**src/rtl/ahbl_sram_adapter.sv**
```systemverilog
// AHB-Lite subordinate for a single-ported synchronous SRAM, zero wait states.
// A one-entry write buffer resolves read/write port collisions; reads merge pending bytes.
module ahbl_sram_adapter #(
  parameter int W_ADDR = 32,
  parameter int DEPTH  = 512
) (
  input  logic                     clk,
  input  logic                     rst_n,
  input  logic                     ahbls_hready,
  output logic                     ahbls_hready_resp,
  output logic                     ahbls_hresp,
  input  logic [W_ADDR-1:0]        ahbls_haddr,
  input  logic                     ahbls_hwrite,
  input  logic [1:0]               ahbls_htrans,
  input  logic [2:0]               ahbls_hsize,
  input  logic [31:0]              ahbls_hwdata,
  output logic [31:0]              ahbls_hrdata,
  output logic                     sram_cs_n,
  output logic                     sram_we_n,
  output logic [3:0]               sram_be_n,
  output logic [$clog2(DEPTH)-1:0] sram_addr,
  output logic [31:0]              sram_wdata,
  input  logic [31:0]              sram_rdata
);

  localparam int AW = $clog2(DEPTH);

  function automatic logic [3:0] byte_mask(input logic [2:0] size, input logic [1:0] a);
    logic [3:0] m;
    case (size)
      3'd0:    m = 4'b0001 << a;
      3'd1:    m = a[1] ? 4'b1100 : 4'b0011;
      default: m = 4'b1111;
    endcase
    return m;
  endfunction

  function automatic logic [31:0] merge_bytes(input logic [31:0] base, input logic [31:0] upd,
                                              input logic [3:0] sel);
    logic [31:0] r;
    for (int i = 0; i < 4; i++)
      r[8*i +: 8] = sel[i] ? upd[8*i +: 8] : base[8*i +: 8];
    return r;
  endfunction

  logic          rd_dph, wr_dph;
  logic [AW-1:0] dph_addr;
  logic [3:0]    dph_mask;
  logic          wb_valid;
  logic [AW-1:0] wb_addr;
  logic [3:0]    wb_mask;
  logic [31:0]   wb_data;

  logic          aphase, rd_acc, wr_go, wb_load, wb_drain, wb_hit;
  logic [AW-1:0] a_word;

  wire unused_bits = &{1'b0, ahbls_haddr[W_ADDR-1:AW+2], ahbls_htrans[0]};

  // Address phase decode; nothing is accepted while reset is held so the SRAM stays idle.
  assign aphase   = rst_n && ahbls_hready && ahbls_htrans[1];
  assign rd_acc   = aphase && !ahbls_hwrite;
  assign wr_go    = wr_dph && ahbls_hready;
  assign wb_load  = rd_acc && wr_go;
  assign wb_drain = !rd_acc && !wr_go && wb_valid;
  assign a_word   = ahbls_haddr[AW+1:2];

  assign ahbls_hready_resp = 1'b1;
  assign ahbls_hresp       = 1'b0;

  always_comb begin
    sram_cs_n  = 1'b1;
    sram_we_n  = 1'b1;
    sram_be_n  = 4'hf;
    sram_addr  = a_word;
    sram_wdata = wb_data;
    if (rd_acc) begin
      sram_cs_n = 1'b0;
    end else if (wr_go) begin
      sram_cs_n  = 1'b0;
      sram_we_n  = 1'b0;
      sram_be_n  = ~dph_mask;
      sram_addr  = dph_addr;
      sram_wdata = ahbls_hwdata;
    end else if (wb_valid) begin
      sram_cs_n = 1'b0;
      sram_we_n = 1'b0;
      sram_be_n = ~wb_mask;
      sram_addr = wb_addr;
    end
  end

  // The buffer stays visible to reads during its drain cycle.
  assign wb_hit       = wb_valid && (wb_addr == dph_addr);
  assign ahbls_hrdata = rd_dph ? merge_bytes(sram_rdata, wb_data, wb_hit ? wb_mask : 4'h0)
                               : 32'h0;

  // Data-phase registers
  always_ff @(posedge clk or negedge rst_n) begin
    if (!rst_n) begin
      rd_dph   <= 1'b0;
      wr_dph   <= 1'b0;
      dph_addr <= '0;
      dph_mask <= '0;
    end else if (ahbls_hready) begin
      if (aphase) begin
        rd_dph   <= !ahbls_hwrite;
        wr_dph   <= ahbls_hwrite;
        dph_addr <= a_word;
        dph_mask <= byte_mask(ahbls_hsize, ahbls_haddr[1:0]);
      end else begin
        rd_dph   <= 1'b0;
        wr_dph   <= 1'b0;
        dph_addr <= '0;
        dph_mask <= '0;
      end
    end
  end

  // Write buffer
  always_ff @(posedge clk or negedge rst_n) begin
    if (!rst_n) begin
      wb_valid <= 1'b0;
      wb_addr  <= '0;
      wb_mask  <= '0;
      wb_data  <= '0;
    end else if (wb_load) begin
      wb_valid <= 1'b1;
      wb_addr  <= dph_addr;
      wb_mask  <= dph_mask;
      wb_data  <= ahbls_hwdata;
    end else if (wb_drain) begin
      wb_valid <= 1'b0;
    end
  end

endmodule

```
**config.mk**
```make
export PLATFORM = sky130hd
export DESIGN_NAME = ahbl_sram_adapter
export DESIGN_NICKNAME = d
export VERILOG_FILES = /design/src/rtl/ahbl_sram_adapter.sv
export SDC_FILE = /design/constraint.sdc
export NUM_CORES = 1
export LEC_CHECK = 0
export ABC_AREA = 1
export BUFFER_PORTS_ARGS = -buffer_cell sky130_fd_sc_hd__buf_2
export CAP_MARGIN = 20
export CORE_UTILIZATION = 35
export CTS_CLUSTER_DIAMETER = 150
export DETAILED_ROUTE_END_ITERATION = 10
export MAX_ROUTING_LAYER = met4
export PLACE_DENSITY = 0.59
export SETUP_SLACK_MARGIN = 0.5
export SLEW_MARGIN = 40
export SYNTH_ARGS = -nofsm -noshare
export SYNTH_HDL_FRONTEND = slang
export SYNTH_SLANG_ARGS = --single-unit
```
**constraint.sdc**
```tcl
create_clock -name clk -period 3.75 [get_ports clk]
set_input_delay 0.1875 -clock clk [delete_from_list [all_inputs] [get_ports clk]]
set_output_delay 0.1875 -clock clk [all_outputs]
set_load 0.1 [all_outputs]
```
* After elaboration in Yosys (flattened, before gate mapping)
Cells that the tools add are included.
Word-level totals: flip-flop bits (word level) 61, output and inout bits 81, input port bits 105, logic and storage cells 52
Operators by class: shift operators 1, reductions and logical operators 13, bitwise gates (word level) 2, muxes and demuxes 26, eq/ne operators 2
Operators by type and width (count):
- two-way mux 32 bit | 3
- two-way mux 9 bit | 4
- two-way mux 8 bit | 4
- two-way mux 4 bit | 6
- == test 9 bit | 1
- logical AND 1 bit | 8
- two-way mux 1 bit | 8
- NOT 4 bit | 2
- case mux 4 bit (2 select lines) | 1
- << shifter 1 x 2 -> 4 bit (first input constant) | 1
- == test 3 x 1 -> 1 bit (second input constant) | 1
- zero test 1 bit | 3
- zero test 3 bit | 1
- nonzero test 2 bit | 1

* Depth between registers and ports, before layout
word-level depth 8, gate-level depth with buffers 10, depth with buffers taken out 9

* Worst setup path before layout
OpenSTA, ideal clock, no wires.
kind register to output, from reg wr_dph, to out sram_wdata[10], stages on the path, launching flop included 5, arrival time 2983 ps, data required time 3562 ps, path buffers 1, setup slack 579 ps, path through dfrtp_1 -> nand2_1 -> nor2_4 -> clkbuf_1 -> o21ai_0
Between the ends: cells in the longest elaborated chain, start to end 3
RTL lines:
- from (decl) | RTL line 46 | logic rd_dph, wr_dph;
- from (signal assigned) | RTL line 107 | wr_dph <= ahbls_hwrite;
- logical AND 1 bit | RTL line 62 | assign wr_go = wr_dph && ahbls_hready;
- two-way mux 32 bit | RTL line 78 | end else if (wr_go) begin
- two-way mux 32 bit | RTL line 76 | if (rd_acc) begin
- to (decl) | RTL line 22 | output logic [31:0] sram_wdata,
No other way between the ends.

* Worst setup path in the final report
from reg dph_addr[1], to out ahbls_hrdata[21]
Between the ends: cells in the longest elaborated chain, start to end 5
RTL lines:
- from (decl) | RTL line 47 | logic [AW-1:0] dph_addr;
- from (signal assigned) | RTL line 108 | dph_addr <= a_word;
- == test 9 bit | RTL line 93 | assign wb_hit = wb_valid && (wb_addr == dph_addr);
- logical AND 1 bit | RTL line 93
- two-way mux 4 bit | RTL line 94 | assign ahbls_hrdata = rd_dph ? merge_bytes(sram_rdata, wb_data, wb_hit ? wb_mask : 4'h0)
- two-way mux 8 bit | RTL line 42 | r[8*i +: 8] = sel[i] ? upd[8*i +: 8] : base[8*i +: 8];
- two-way mux 32 bit | RTL line 94
- to (decl) | RTL line 17 | output logic [31:0] ahbls_hrdata,
No other way between the ends.

==> impl_metrics.env <==
export IMPL_synth_top_area_frac=0.393
export IMPL_synth_async_reset_ratio=1.00
export IMPL_cp_required_ns=3.56
export IMPL_cts_repair_resized=0
export IMPL_finalSetupViolCount=0
export IMPL_clkTransAtPathRegs_ns=0.07
export IMPL_ys_types=30
export IMPL_rsz0062_at_grt="false"
export IMPL_cts_setup_buffers=0
export IMPL_die_h_um=107
export IMPL_area_delta_synth_final_pct=28.1
export IMPL_wl_met1_um=5180
export IMPL_rows=38
export IMPL_portBuffers=161
export IMPL_start_util=0.358
export IMPL_finalCriticalPeriod_ns=3.00
export IMPL_gr_usage_all_layers=0.197
export IMPL_grt_pass1_wl_um=17100
export IMPL_fin_skew_ns=0.00653
export IMPL_worst_slew_pin_slew_ns=0.776
export IMPL_synth_ff_type="dfrtp_1"
export IMPL_cp_end_kind="output port"
export IMPL_status="finished clean"
export IMPL_synthCells=573
export IMPL_final_antenna_net_count=0
export IMPL_finalSetupTns_ns=0
export IMPL_avgSynthCellArea_um2=6.78
export IMPL_grt_max_degree=92
export IMPL_clock_latency_ns=0.34
export IMPL_slew_viol_final=0
export IMPL_period_share=0.799
export IMPL_synth_top_cell_by_area="dfrtp_1"
export IMPL_final_cells=854
export IMPL_hold_viol=0
export IMPL_grt_pass1_vias=3501
export IMPL_antenna_cells=0
export IMPL_synth_edf_count=0
export IMPL_p_leak_nw=2.49
export IMPL_clock_sinks=61
export IMPL_total_power_mw=2.55
export IMPL_die_w_um=107
export IMPL_drt_pass1_iterations=5
export IMPL_cts_buffers=9
export IMPL_wl_per_cell_um=13.2
export IMPL_postCtsHoldBufs=0
export IMPL_yosysWarnings=0
export IMPL_place_area_um2=4720
export IMPL_syn_nets=678
export IMPL_routed_via_density=4.86
export IMPL_die_area_um2=11500
export IMPL_irDropWorstVdd_mv=0.239
export IMPL_core_um2=10800
export IMPL_cts_tree="built"
export IMPL_route_met3_wl_um=642
export IMPL_ys_ff_latch=61
export IMPL_htree_levels=3
export IMPL_fin_area_um2=4970
export IMPL_hpwl_um=7970
export IMPL_synth_most_common_cell="nand2_1"
export IMPL_drt_iter0_markers=288
export IMPL_start_kind="flip-flop"
export IMPL_nFillCells=1138
export IMPL_num_vias=4148
export IMPL_arrival_ns=2.81
export IMPL_synth_top_cells_by_count="nand2_1 (127), nor2_1 (78), a21oi_1 (71)"
export IMPL_cts_max_path_buffers=2
export IMPL_totalWireLength_um=11200
export IMPL_cp_max_fo=18
export IMPL_yosysSeqAreaShare=0.393
export IMPL_ys_top_cells_by_area="dfrtp_1 (39%), nand2_1 (12%), a21oi_1 (9.1%)"
export IMPL_max_slew_margin=0.482
export IMPL_overflow=0
export IMPL_drive_gt1_frac=0.272
export IMPL_drc=0
export IMPL_gp_congestion=0.862
export IMPL_root_buffer="clkbuf_8"
export IMPL_critPathKind="reg -> out"
export IMPL_maxCapViolCount=0
export IMPL_finalNetCount=814
export IMPL_syn_area_um2=3880
export IMPL_clock_fmax_ghz=0.334
export IMPL_p_per_area_nw_per_um2=512
export IMPL_fin_util=0.459
export IMPL_dp_cells=838
export IMPL_pin_count=186
export IMPL_wl_met2_um=5290
export IMPL_antenna_found_initial=0
export IMPL_hold_path_class="in -> async"
export IMPL_dr_max_layer_used="met4"
-- per-stage QoR --
| stage | worst slack (ns) | hold slack [ns] |
|---|---|---|
| after global routing | 0.575 | 0.0758 |
| after detailed placement | 1.10 | 0.418 |
| final | 0.753 | 0.0309 |
| after CTS | 0.709 | 0.0550 |
| after global placement | 1.19 | 0.413 |
| after floorplan | 0.579 | -0.108 |
-- final cells by class --
type / instances / area, µm² / share of cell area
clock inverters: 4 / 95.1 / 0.0191
repair buffers: 166 / 875 / 0.176
flip-flops and latches: 61 / 1530 / 0.307
inverters: 70 / 263 / 0.0528
well taps: 140 / 175 / 0.0352
clock buffers: 12 / 145 / 0.0292
multi-input cells: 401 / 1890 / 0.381
-- report_power, final --
part	switching, mW	internal, mW	total, mW
Combinational	0.868	0.177	1.05
Sequential	0.0540	0.732	0.786
Clock	0.257	0.459	0.716
-- registers in the layout, indices dropped and copies added (netlist names) --
name / cells
dph_addr: 9
dph_mask: 4
rd_dph: 1
wb_addr: 9
wb_data: 32
wb_mask: 4
wb_valid: 1
wr_dph: 1
-- cells by family after synthesis --
logic type	share of synthesized area
AOI/OAI and AO/OA	0.205
xor gates and xnor gates	0.00226
buffers and inverters	0.123
DFF	0.393
other	0.00193
and+or+nand+nor	0.274
-- per-layer routing --
layer,global-route usage,vias to the layer above
met5,-,-
met4,0.0695,0
met3,0.0260,13
met2,0.317,122
met1,0.256,1887
li1,-,2126
-- cell usage in the layout (no fill, tap or decap), drive strengths merged --
cell type,count
xor2,1
clkbuf,12
dfrtp,61
bufinv,3
nor3,2
nor2,82
a22oi,5
a21oi,72
clkinv,1
conb,2
o22ai,8
o221ai,1
or2,1
inv,70
nand2,128
buf,166
nand4,32
o21ai,64
nand3,3
-- critical path: stages (launching register included) --
cell and delay, ns:
dfrtp_1 0.38, inv_2 0.05, nand2_1 0.06, nand2_1 0.10, nor2_1 0.14, nand3_1 0.11
nor2_2 0.59, buf_4 0.34, a21oi_1 0.08, nor2_1 0.16, buf_2 0.45
-- worst paths after layout --
check                                     from  slack, ns          endpoint  depth (start not counted)
worst max-delay path               dph_addr[1]       0.75  ahbls_hrdata[21]                         10
worst max register to register          wr_dph       2.53       wb_data[28]                          3
worst min-delay path                     rst_n       0.03        wb_mask[2]                          2
max in group asynchronous                rst_n       3.30            rd_dph                          2
min in group clk                ahbls_haddr[9]       0.06       dph_addr[7]                          3
worst min register to register      wb_addr[4]       0.51        wb_addr[4]                          2
Power figures use the tool's default switching activity.
